<file path="config.mk">
export PLATFORM = sky130hd
export DESIGN_NAME = tick_uart_reporter
export DESIGN_NICKNAME = d
export VERILOG_FILES = /design/src/rtl/tick_report_pkg.sv /design/src/rtl/uart_tx_byte.sv /design/src/rtl/tick_uart_reporter.sv
export SDC_FILE = /design/constraint.sdc
export NUM_CORES = 1
export LEC_CHECK = 0
export ABC_AREA = 1
export ABC_CLOCK_PERIOD_IN_PS = 3200
export CAP_MARGIN = 10
export CORE_MARGIN = 3
export CORE_UTILIZATION = 65
export DETAILED_ROUTE_END_ITERATION = 8
export GPL_TIMING_DRIVEN = 1
export PLACE_DENSITY = 0.86
export REMOVE_ABC_BUFFERS = 1
export SLEW_MARGIN = 20
export SYNTH_ARGS = -nofsm -noshare
export SYNTH_HDL_FRONTEND = slang
export SYNTH_SLANG_ARGS = --single-unit
</file>
<file path="constraint.sdc">
create_clock -name clk_in -period 3.2 [get_ports clk_in]
set_input_delay 0.48 -clock clk_in [delete_from_list [all_inputs] [get_ports clk_in]]
set_output_delay 0.48 -clock clk_in [all_outputs]
set_load 0.02 [all_outputs]
</file>
<file path="src/rtl/tick_report_pkg.sv">
// Shared types and constants for the tick reporter: FSM states, ASCII codes, line layout, BCD helpers.
// TICK_REPORT_CRLF_EN selects a CR LF terminator (6-byte line) instead of a single space (5-byte line).
package tick_report_pkg;

    typedef enum logic [1:0] {IDLE, LOAD, SHIFT, NEXT} state_t;

    localparam logic [7:0] ASC_ZERO = 8'h30;
    localparam logic [7:0] ASC_CR   = 8'h0D;
    localparam logic [7:0] ASC_LF   = 8'h0A;
    localparam logic [7:0] ASC_SP   = 8'h20;

`ifdef TICK_REPORT_CRLF_EN
    localparam int LINE_LEN = 6;
`else
    localparam int LINE_LEN = 5;
`endif
    localparam logic [2:0] LAST_IDX = 3'(LINE_LEN - 1);

    function automatic logic [15:0] bcd_inc(input logic [15:0] v);
        logic [15:0] r;
        logic        carry;
        r     = v;
        carry = 1'b1;
        for (int i = 0; i < 4; i++) begin
            if (carry) begin
                if (v[i*4 +: 4] == 4'd9) begin
                    r[i*4 +: 4] = 4'd0;
                end else begin
                    r[i*4 +: 4] = v[i*4 +: 4] + 4'd1;
                    carry       = 1'b0;
                end
            end
        end
        return r;
    endfunction

    // Byte ROM: four digits MSD first, then the terminator.
    function automatic logic [7:0] line_byte(input logic [15:0] snap, input logic [2:0] idx);
        logic [7:0] b;
        case (idx)
            3'd0:    b = ASC_ZERO + {4'd0, snap[15:12]};
            3'd1:    b = ASC_ZERO + {4'd0, snap[11:8]};
            3'd2:    b = ASC_ZERO + {4'd0, snap[7:4]};
            3'd3:    b = ASC_ZERO + {4'd0, snap[3:0]};
`ifdef TICK_REPORT_CRLF_EN
            3'd4:    b = ASC_CR;
            3'd5:    b = ASC_LF;
`else
            3'd4:    b = ASC_SP;
`endif
            default: b = ASC_SP;
        endcase
        return b;
    endfunction

endpackage

</file>
<file path="src/rtl/uart_tx_byte.sv">
// 8N1 byte serialiser: start is taken when idle or in the final stop-bit cycle, so bytes can run back to back.
// tx changes on the edge after start; done pulses during the last cycle of the stop bit.
module uart_tx_byte #(
    parameter int unsigned BAUD_DIV = 4
) (
    input  logic       clk_in,
    input  logic       reset,
    input  logic       start,
    input  logic [7:0] data,
    output logic       tx,
    output logic       busy,
    output logic       done
);

    localparam logic [15:0] BIT_LAST = 16'(BAUD_DIV - 1);

    logic [9:0]  shreg;
    logic [3:0]  bit_cnt;
    logic [15:0] baud_cnt;
    logic        bit_end;

    assign bit_end = (baud_cnt == BIT_LAST);
    assign done    = busy && bit_end && (bit_cnt == 4'd9);
    assign tx      = shreg[0];

    always_ff @(posedge clk_in or negedge reset) begin
        if (!reset) begin
            busy     <= 1'b0;
            shreg    <= '1;
            bit_cnt  <= '0;
            baud_cnt <= '0;
        end else if (start && (!busy || done)) begin
            busy     <= 1'b1;
            shreg    <= {1'b1, data, 1'b0};
            bit_cnt  <= '0;
            baud_cnt <= '0;
        end else if (busy) begin
            if (bit_end) begin
                baud_cnt <= '0;
                if (bit_cnt == 4'd9) begin
                    busy <= 1'b0;
                end else begin
                    bit_cnt <= bit_cnt + 4'd1;
                    shreg   <= {1'b1, shreg[9:1]};
                end
            end else begin
                baud_cnt <= baud_cnt + 16'd1;
            end
        end
    end

endmodule

</file>
<file path="src/rtl/tick_uart_reporter.sv">
// Counts 0.25 s ticks into quarters + BCD seconds and sends each completed second as an ASCII line over 8N1 UART.
// Start bit 2 cycles after the completing tick; one-deep pending report, overrun pulse on overwrite; TICK_REPORT_CRLF_EN picks CR LF.
module tick_uart_reporter
    import tick_report_pkg::*;
#(
    parameter int unsigned BAUD_DIV = 4
) (
    input  logic        reset,
    input  logic        clk_in,
    input  logic        tick_025s,
    input  logic        clr,
    output logic        uart_tx,
    output logic        tx_busy,
    output logic [15:0] sec_bcd,
    output logic [1:0]  quarter,
    output logic        overrun
);

    state_t      state, state_nxt;
    logic        sec_done;
    logic [15:0] cur_snap, pend_snap;
    logic        pend;
    logic [2:0]  idx;
    logic        ser_start, ser_done, ser_busy;
    logic [7:0]  ser_data;
    logic        take_new, take_pend, step, chain;

    always_ff @(posedge clk_in or negedge reset) begin
        if (!reset) begin
            quarter  <= '0;
            sec_bcd  <= '0;
            sec_done <= 1'b0;
        end else begin
            sec_done <= 1'b0;
            if (clr) begin
                quarter <= '0;
                sec_bcd <= '0;
            end else if (tick_025s) begin
                quarter <= quarter + 2'd1;
                if (quarter == 2'd3) begin
                    sec_bcd  <= bcd_inc(sec_bcd);
                    sec_done <= 1'b1;
                end
            end
        end
    end

    // The next byte is handed over during the current stop bit's final cycle,
    // so NEXT only follows the serialiser rather than gating it.
    always_comb begin
        state_nxt = state;
        ser_start = 1'b0;
        ser_data  = line_byte(cur_snap, idx);
        take_new  = 1'b0;
        take_pend = 1'b0;
        step      = 1'b0;
        chain     = 1'b0;
        unique case (state)
            IDLE: begin
                if (sec_done) begin
                    take_new  = 1'b1;
                    state_nxt = LOAD;
                end else if (pend) begin
                    take_pend = 1'b1;
                    state_nxt = LOAD;
                end
            end
            LOAD: begin
                ser_start = 1'b1;
                state_nxt = SHIFT;
            end
            SHIFT: begin
                if (ser_done) begin
                    if (idx != LAST_IDX) begin
                        step      = 1'b1;
                        ser_start = 1'b1;
                        ser_data  = line_byte(cur_snap, idx + 3'd1);
                        state_nxt = NEXT;
                    end else if (pend) begin
                        chain     = 1'b1;
                        ser_start = 1'b1;
                        ser_data  = line_byte(pend_snap, 3'd0);
                        state_nxt = NEXT;
                    end else begin
                        state_nxt = IDLE;
                    end
                end
            end
            NEXT:    state_nxt = SHIFT;
            default: state_nxt = IDLE;
        endcase
    end

    always_ff @(posedge clk_in or negedge reset) begin
        if (!reset) begin
            state     <= IDLE;
            cur_snap  <= '0;
            pend_snap <= '0;
            pend      <= 1'b0;
            idx       <= '0;
            overrun   <= 1'b0;
        end else begin
            state   <= state_nxt;
            overrun <= 1'b0;
            if (take_new) begin
                cur_snap <= sec_bcd;
                idx      <= '0;
            end else if (take_pend || chain) begin
                cur_snap <= pend_snap;
                idx      <= '0;
            end else if (step) begin
                idx <= idx + 3'd1;
            end
            // A line already in flight: park the newest count, flag if one was still waiting.
            if (sec_done && state != IDLE) begin
                pend_snap <= sec_bcd;
                pend      <= 1'b1;
                overrun   <= pend && !chain;
            end else if (take_new) begin
                pend    <= 1'b0;
                overrun <= pend;
            end else if (take_pend || chain) begin
                pend <= 1'b0;
            end
        end
    end

    uart_tx_byte #(
        .BAUD_DIV (BAUD_DIV)
    ) u_ser (
        .clk_in (clk_in),
        .reset  (reset),
        .start  (ser_start),
        .data   (ser_data),
        .tx     (uart_tx),
        .busy   (ser_busy),
        .done   (ser_done)
    );

    assign tx_busy = ser_busy;

endmodule
</file>
==> results of run 1 <==
-- per-stage QoR --
stage	setup WS [ns]	hold WS, ns	utilization, %	std cells	total power (W)
after floorplan	1.17	0.184	-	641	0.00263
after global placement	0.970	0.466	72.9	768	0.00303
after detailed placement	0.845	0.473	72.9	768	0.00308
after CTS	0.833	0.354	75.4	784	0.00382
after global routing	0.545	0.226	75.4	784	0.00410
final	0.800	0.168	75.4	784	0.00381
-- worst max path at each step --
stage | startpoint | endpoint | slack, ns | depth (start not counted)
final | u_ser.bit_cnt[1]$_DFFE_PN0P_ | u_ser.baud_cnt[11]$_DFFE_PN0P_ | 0.80 | 13
after global routing | u_ser.bit_cnt[1]$_DFFE_PN0P_ | u_ser.baud_cnt[1]$_DFFE_PN0P_ | 0.55 | 13
after CTS | u_ser.bit_cnt[1]$_DFFE_PN0P_ | u_ser.baud_cnt[11]$_DFFE_PN0P_ | 0.83 | 13
after detailed placement | u_ser.bit_cnt[1]$_DFFE_PN0P_ | u_ser.baud_cnt[11]$_DFFE_PN0P_ | 0.85 | 13
after global placement | tick_025s | sec_bcd[14]$_DFFE_PN0P_ | 0.97 | 10
after floorplan | u_ser.bit_cnt[1]$_DFFE_PN0P_ | u_ser.baud_cnt[1]$_DFFE_PN0P_ | 1.17 | 13
-- power by group through the flow --
stage	registers [W]	clock network, W	logic, W
2_1_floorplan	0.00172	0	0.000919
6_report	0.00170	0.000734	0.00138
5_1_grt	0.00174	0.000795	0.00156
4_1_cts	0.00169	0.000751	0.00137
3_3_place_gp	0.00170	0	0.00132
3_5_place_dp	0.00172	0	0.00137
-- per-layer routing --
metal | wire, um | global-route usage, % | up-vias | part of all wire, %
met1 | 4820 | 33.5 | 2135 | 43
met5 | 0 | 0 | - | 0
li1 | - | - | 2219 | -
met2 | 5630 | 46.5 | 129 | 51
met3 | 415 | 3.71 | 22 | 3.7
met4 | 214 | 9.74 | 0 | 1.9
-- logic make-up (layout without fill, tap and decap cells) --
family | count (synthesis) | after routing | synth area share, %
AOI/OAI and AO/OA | 98 | 98 | 12.0
xor gates and xnor gates | 14 | 14 | 2.37
adders and majority gates | 22 | 22 | 5.32
buffers and inverters | 103 | 126 | 8.15
DFF | 88 | 88 | 42.8
muxes | 1 | 1 | 0.218
and+or+nand+nor | 336 | 336 | 29.2
-- flip-flops by register name, indices dropped and copies added (netlist names) --
register / count
cur_snap: 16
pend_snap: 16
sec_bcd: 16
u_ser.baud_cnt: 16
u_ser.shreg: 9
u_ser.bit_cnt: 4
idx: 3
quarter: 2
state: 2
overrun: 1
pend: 1
sec_done: 1
u_ser.busy: 1
-- worst max-delay path: stages (launching register included) --
cell	delay [ns]
dfrtp_1	0.40
inv_1	0.08
ha_1	0.14
nand2_1	0.06
nor2_2	0.48
nand3_2	0.20
nand2_2	0.11
nand2_2	0.06
inv_2	0.06
nand2_4	0.18
nand2_4	0.22
inv_1	0.13
nand2_1	0.08
nand2_1	0.05
-- synthesized netlist by cell type (4+ instances only) --
| cell | instances |
|---|---|
| a21oi_1 | 10 |
| a31oi_1 | 6 |
| a31oi_2 | 6 |
| buf_2 | 4 |
| clkbuf_1 | 10 |
| dfrtp_1 | 79 |
| dfstp_2 | 9 |
| ha_1 | 22 |
| inv_1 | 76 |
| inv_2 | 5 |
| nand2_1 | 174 |
| nand2_2 | 4 |
| nand3_1 | 45 |
| nand4_1 | 23 |
| nor2_1 | 58 |
| nor2_2 | 6 |
| nor3_1 | 9 |
| o21ai_0 | 47 |
| o22ai_1 | 9 |
| o311ai_1 | 5 |
| o41ai_1 | 4 |
| xor2_1 | 12 |
-- cell type report --
cell class,count,area (um2)
multi-input cells,471,2540
flip-flops and latches,88,2210
fillers,554,1840
inverters,82,308
repair buffers,28,272
clock buffers,10,138
well taps,99,124
clock inverters,6,52.6
==> metrics, run 1 <==
status finished clean; r2r startpoint u_ser.bit_cnt[1]$_DFFE_PN0P_; core area 7490 um2; total gr overflow 0; Num Clock Sinks 88; Top Ports 25; CTS max path bufs 2; startpoint types flip-flop; Cells after Synth 662; Final nets 706; Die X-Extent approximately 95 um; die area 9070 um2; CP endpoint kind flip-flop; hold_buf cts 0; Area contributors post-synth dfrtp_1, nand2_1, inv_1; Clock power frac 19.3%; Reg clk slew, reported paths 0.09 ns; clock root buffer clkbuf_8; Least-Margin Pin Slew 0.754 ns; First-pass DRT Iterations 6; Final period util between 70 and 80%; CTS Buf Count 9; yosys warns 0; largest area contributor in the netlist dfrtp_1; max_slew headroom roughly half; post-route setup TNS 0 ns; unrepaired setup endpoints after global routing false; prevailing post-synth register cell dfrtp_1; layout cells sized above 1 about 9.6%; DRC Markers 0; peak supply drop 350 uV; cell count of the worst reg-to-reg path 13; Mapped Avg Cell Area 7.82 um2; final instance area 5650 um2; Leakage ~2.6 nW; EDFF count, synth 0; H-tree Lvls 3; Final Hold Viols 0; Area after DPL 5450 um2; antenna-violating nets left 0; wire per inst ~14 um; vias in the first global route 4381; row cnt 31; Critical Setup Path Class flip-flop to flip-flop; part of the power in registers 44.6%; post-layout minimum cycle time 2.40 ns; gpl congestion 0.987; ant diodes 0; sequential fraction of the synthesis area 42.8%; routed vias between 4000 and 5000; Post-CTS Resized 0; Switching Share slightly above 40%; Setup Buffers After CTS 0; final wirelength 11.1 mm; Synth cell types 46; power share of the combinational group 36.1%; R2R Setup Slk between 0.7 and 0.8 ns; first-pass GRT wire length between 15 and 20 mm; P per Cell Area 675 nW/um2; fin. max-slew vios 0; share of the synthesized area in the top cell type 38.2%; Starting Density 69.1%; gr usage total roughly a quarter; P_sw 0.00155 W; CTS tree done; Hold WC Path Type input pin to asynchronous set/reset pin; leading cell type in the layout, fill and taps excluded nand2_1; final HPWL from detailed placement 8.04 mm; die height ~95 um; Max FO, Critical Path 27; Max Cap Viol 0; Synth Cell Area 5180 um2; Setup violations, final 0; vias per cell 5.75; most frequent cells in the layout nand2_1, dfrtp_1, inv_1; Fmax 417 MHz; largest net degree at the start of global routing 87; worst path required time 3.45 ns; clock latency on the worst-skew pair 0.36 ns; synth-to-layout area growth 9.11%; WP data arrival approximately 2.7 ns; Internal 0.00227 W; Post-synth ARST share 100%; initial antenna violation count 0; port bufs 24; initial DRC count around 280; Synth Register Bits slightly below 90; Setup Skew 0.0115 ns; Worst R2R End u_ser.baud_cnt[11]$_DFFE_PN0P_
Power figures use the tool's default switching activity.
==> run 2, diff against run 1 <==
ABC_CLOCK_PERIOD_IN_PS = 2300   (was 3200)
CORE_UTILIZATION = 61   (was 65)
PLACE_DENSITY = 0.82   (was 0.86)
clock period = 2.3 ns   (was 3.2 ns; I/O delays follow)
==> run 2 against run 1 <==
Global-route usage fell by 1.5 points. Routed wire length rose by 6.7%. Total power rose by 44%. Largest power group unchanged.
==> metrics, run 2 (same netlist as run 1, synthesis figures left out) <==
Fmax 464 MHz (+11%); leading cell type in the layout, fill and taps excluded nand2_1; Post-Place Setup Slack 0.0931 ns (-0.752 ns); Num Clock Sinks 88 (unchanged); Max FO, Critical Path 17 (-37%); Reg clk slew, reported paths 0.09 ns (about the same); gr usage total 25.1% (-1.5 points); core area 7970 um2 (+6.4%); antenna-violating nets left 0 (unchanged); vias per cell 5.74 (-0.15%); port bufs 24 (unchanged); Least-Margin Pin Slew 0.581 ns (-0.173 ns); CTS tree done; Setup violations, final 0 (unchanged); row cnt 32 (+3.2%); Final period util 93.7% (+19 points); routed vias 4596 (+2.0%); Final Hold Viols 0 (unchanged); Hold WC Path Type input pin to asynchronous set/reset pin; ant diodes 0 (unchanged); max_slew headroom 61.2% (+12 points); WP data arrival 2.38 ns (-0.27 ns); initial DRC count 257 (-6.9%); die area 9630 um2 (+6.1%); final HPWL from detailed placement 8.59 mm (+6.9%); gpl congestion 0.949 (-3.9%); peak supply drop 552 uV (+58%); CP endpoint kind flip-flop; worst setup margin 0.146 ns (-0.654 ns); Top Ports 25 (unchanged); CTS max path bufs 2 (unchanged); Leakage 2.69 nW (+3.3%); final instance area 5800 um2 (+2.7%); vias in the first global route 4485 (+2.4%); startpoint types flip-flop; Starting Density 65.0% (-4.2 points); post-layout minimum cycle time 2.15 ns (-0.246 ns); die height 98.1 um (+3.0%); H-tree Lvls 3 (unchanged); CTS Buf Count 9 (unchanged); most frequent cells in the layout nand2_1, dfrtp_1, inv_1; initial antenna violation count 0 (unchanged); synth-to-layout area growth 12.1%; status finished clean; clock root buffer clkbuf_8; wire per inst 14.8 um (+4.5%); Critical Setup Path Class flip-flop to flip-flop; Setup Skew 0.0126 ns (+0.00103 ns); Area after DPL 5530 um2 (+1.4%); P per Cell Area 947 nW/um2 (+40%); largest net degree at the start of global routing 52 (-40%); Max Cap Viol 0 (unchanged); DRC Markers 0 (unchanged); Core Util, Final 72.8% (-2.6 points); first-pass GRT wire length 20.1 mm (+3.3%); layout cells sized above 1 11.4% (+1.8 points); final wirelength 11.8 mm (+6.7%); Final nets 720 (+2.0%); Die X-Extent 98.1 um (+3.0%); total gr overflow 0 (unchanged); clock latency on the worst-skew pair 0.37 ns (about the same); worst path required time 2.53 ns (-0.92 ns); First-pass DRT Iterations 5 (-1); fin. max-slew vios 0 (unchanged)
[run 2: cell type report]
| type | instances | area [um2] |
|---|---|---|
| well taps | 102 | 128 |
| repair buffers | 41 | 380 |
| flip-flops and latches | 88 | 2210 |
| inverters | 82 | 308 |
| clock inverters | 7 | 70.1 |
| clock buffers | 9 | 124 |
| multi-input cells | 472 | 2580 |
| fillers | 610 | 2170 |
[run 2: critical path: stages, from the launching register on]
cell     delay (ns)
dfrtp_1        0.41
inv_1          0.09
ha_1           0.15
nand2_1        0.06
nor2_2         0.30
inv_1          0.12
nor2_2         0.21
nand3_2        0.19
nand3_2        0.36
a31oi_2        0.14
[run 2: routing by layer]
metal	up-vias	wire (um)	global-route usage, %
li1	2236	-	-
met1	2206	5090	31.5
met2	135	6040	43.7
met3	19	524	4.71
met4	0	168	7.77
met5	-	0	0
[run 2: per-stage QoR]
step	hold WS, ns	power [W]	std cells	setup TNS (ns)
floorplan	0.0494	0.00367	641	0
global placement	0.332	0.00424	779	0
detailed placement	0.341	0.00433	779	0
CTS	0.481	0.00542	796	0
global route	0.516	0.00589	801	-0.00289
finish	0.470	0.00550	801	0
[run 2: where the power goes]
| part | internal (W) | switching (W) |
|---|---|---|
| logic | 0.000800 | 0.00125 |
| clock network | 0.000504 | 0.000590 |
| registers | 0.00199 | 0.000358 |
| total | 0.00330 | 0.00220 |
[run 2: repair_timing]
item                       4_1_cts  5_1_grt
hold endpoints to repair        28        0
gates resized for setup          0        4
setup endpoints to repair        0       27
hold buffers                     1        0
setup buffers                    0        4
[run 2: final timing paths]
check / from / endpoint / slack [ns] / depth (start not counted)
setup / recovery: u_ser.bit_cnt[1]$_DFFE_PN0P_ / cur_snap[10]$_DFFE_PN0P_ / 0.15 / 9
hold / removal: reset / u_ser.baud_cnt[8]$_DFFE_PN0P_ / 0.47 / 2
setup reg to reg: u_ser.bit_cnt[1]$_DFFE_PN0P_ / cur_snap[10]$_DFFE_PN0P_ / 0.15 / 9
hold reg to reg: u_ser.shreg[7]$_DFFE_PN1P_ / u_ser.shreg[7]$_DFFE_PN1P_ / 0.49 / 2
max in group asynchronous: reset / cur_snap[10]$_DFFE_PN0P_ / 1.17 / 3
min in group clk_in: u_ser.shreg[7]$_DFFE_PN1P_ / u_ser.shreg[7]$_DFFE_PN1P_ / 0.49 / 2
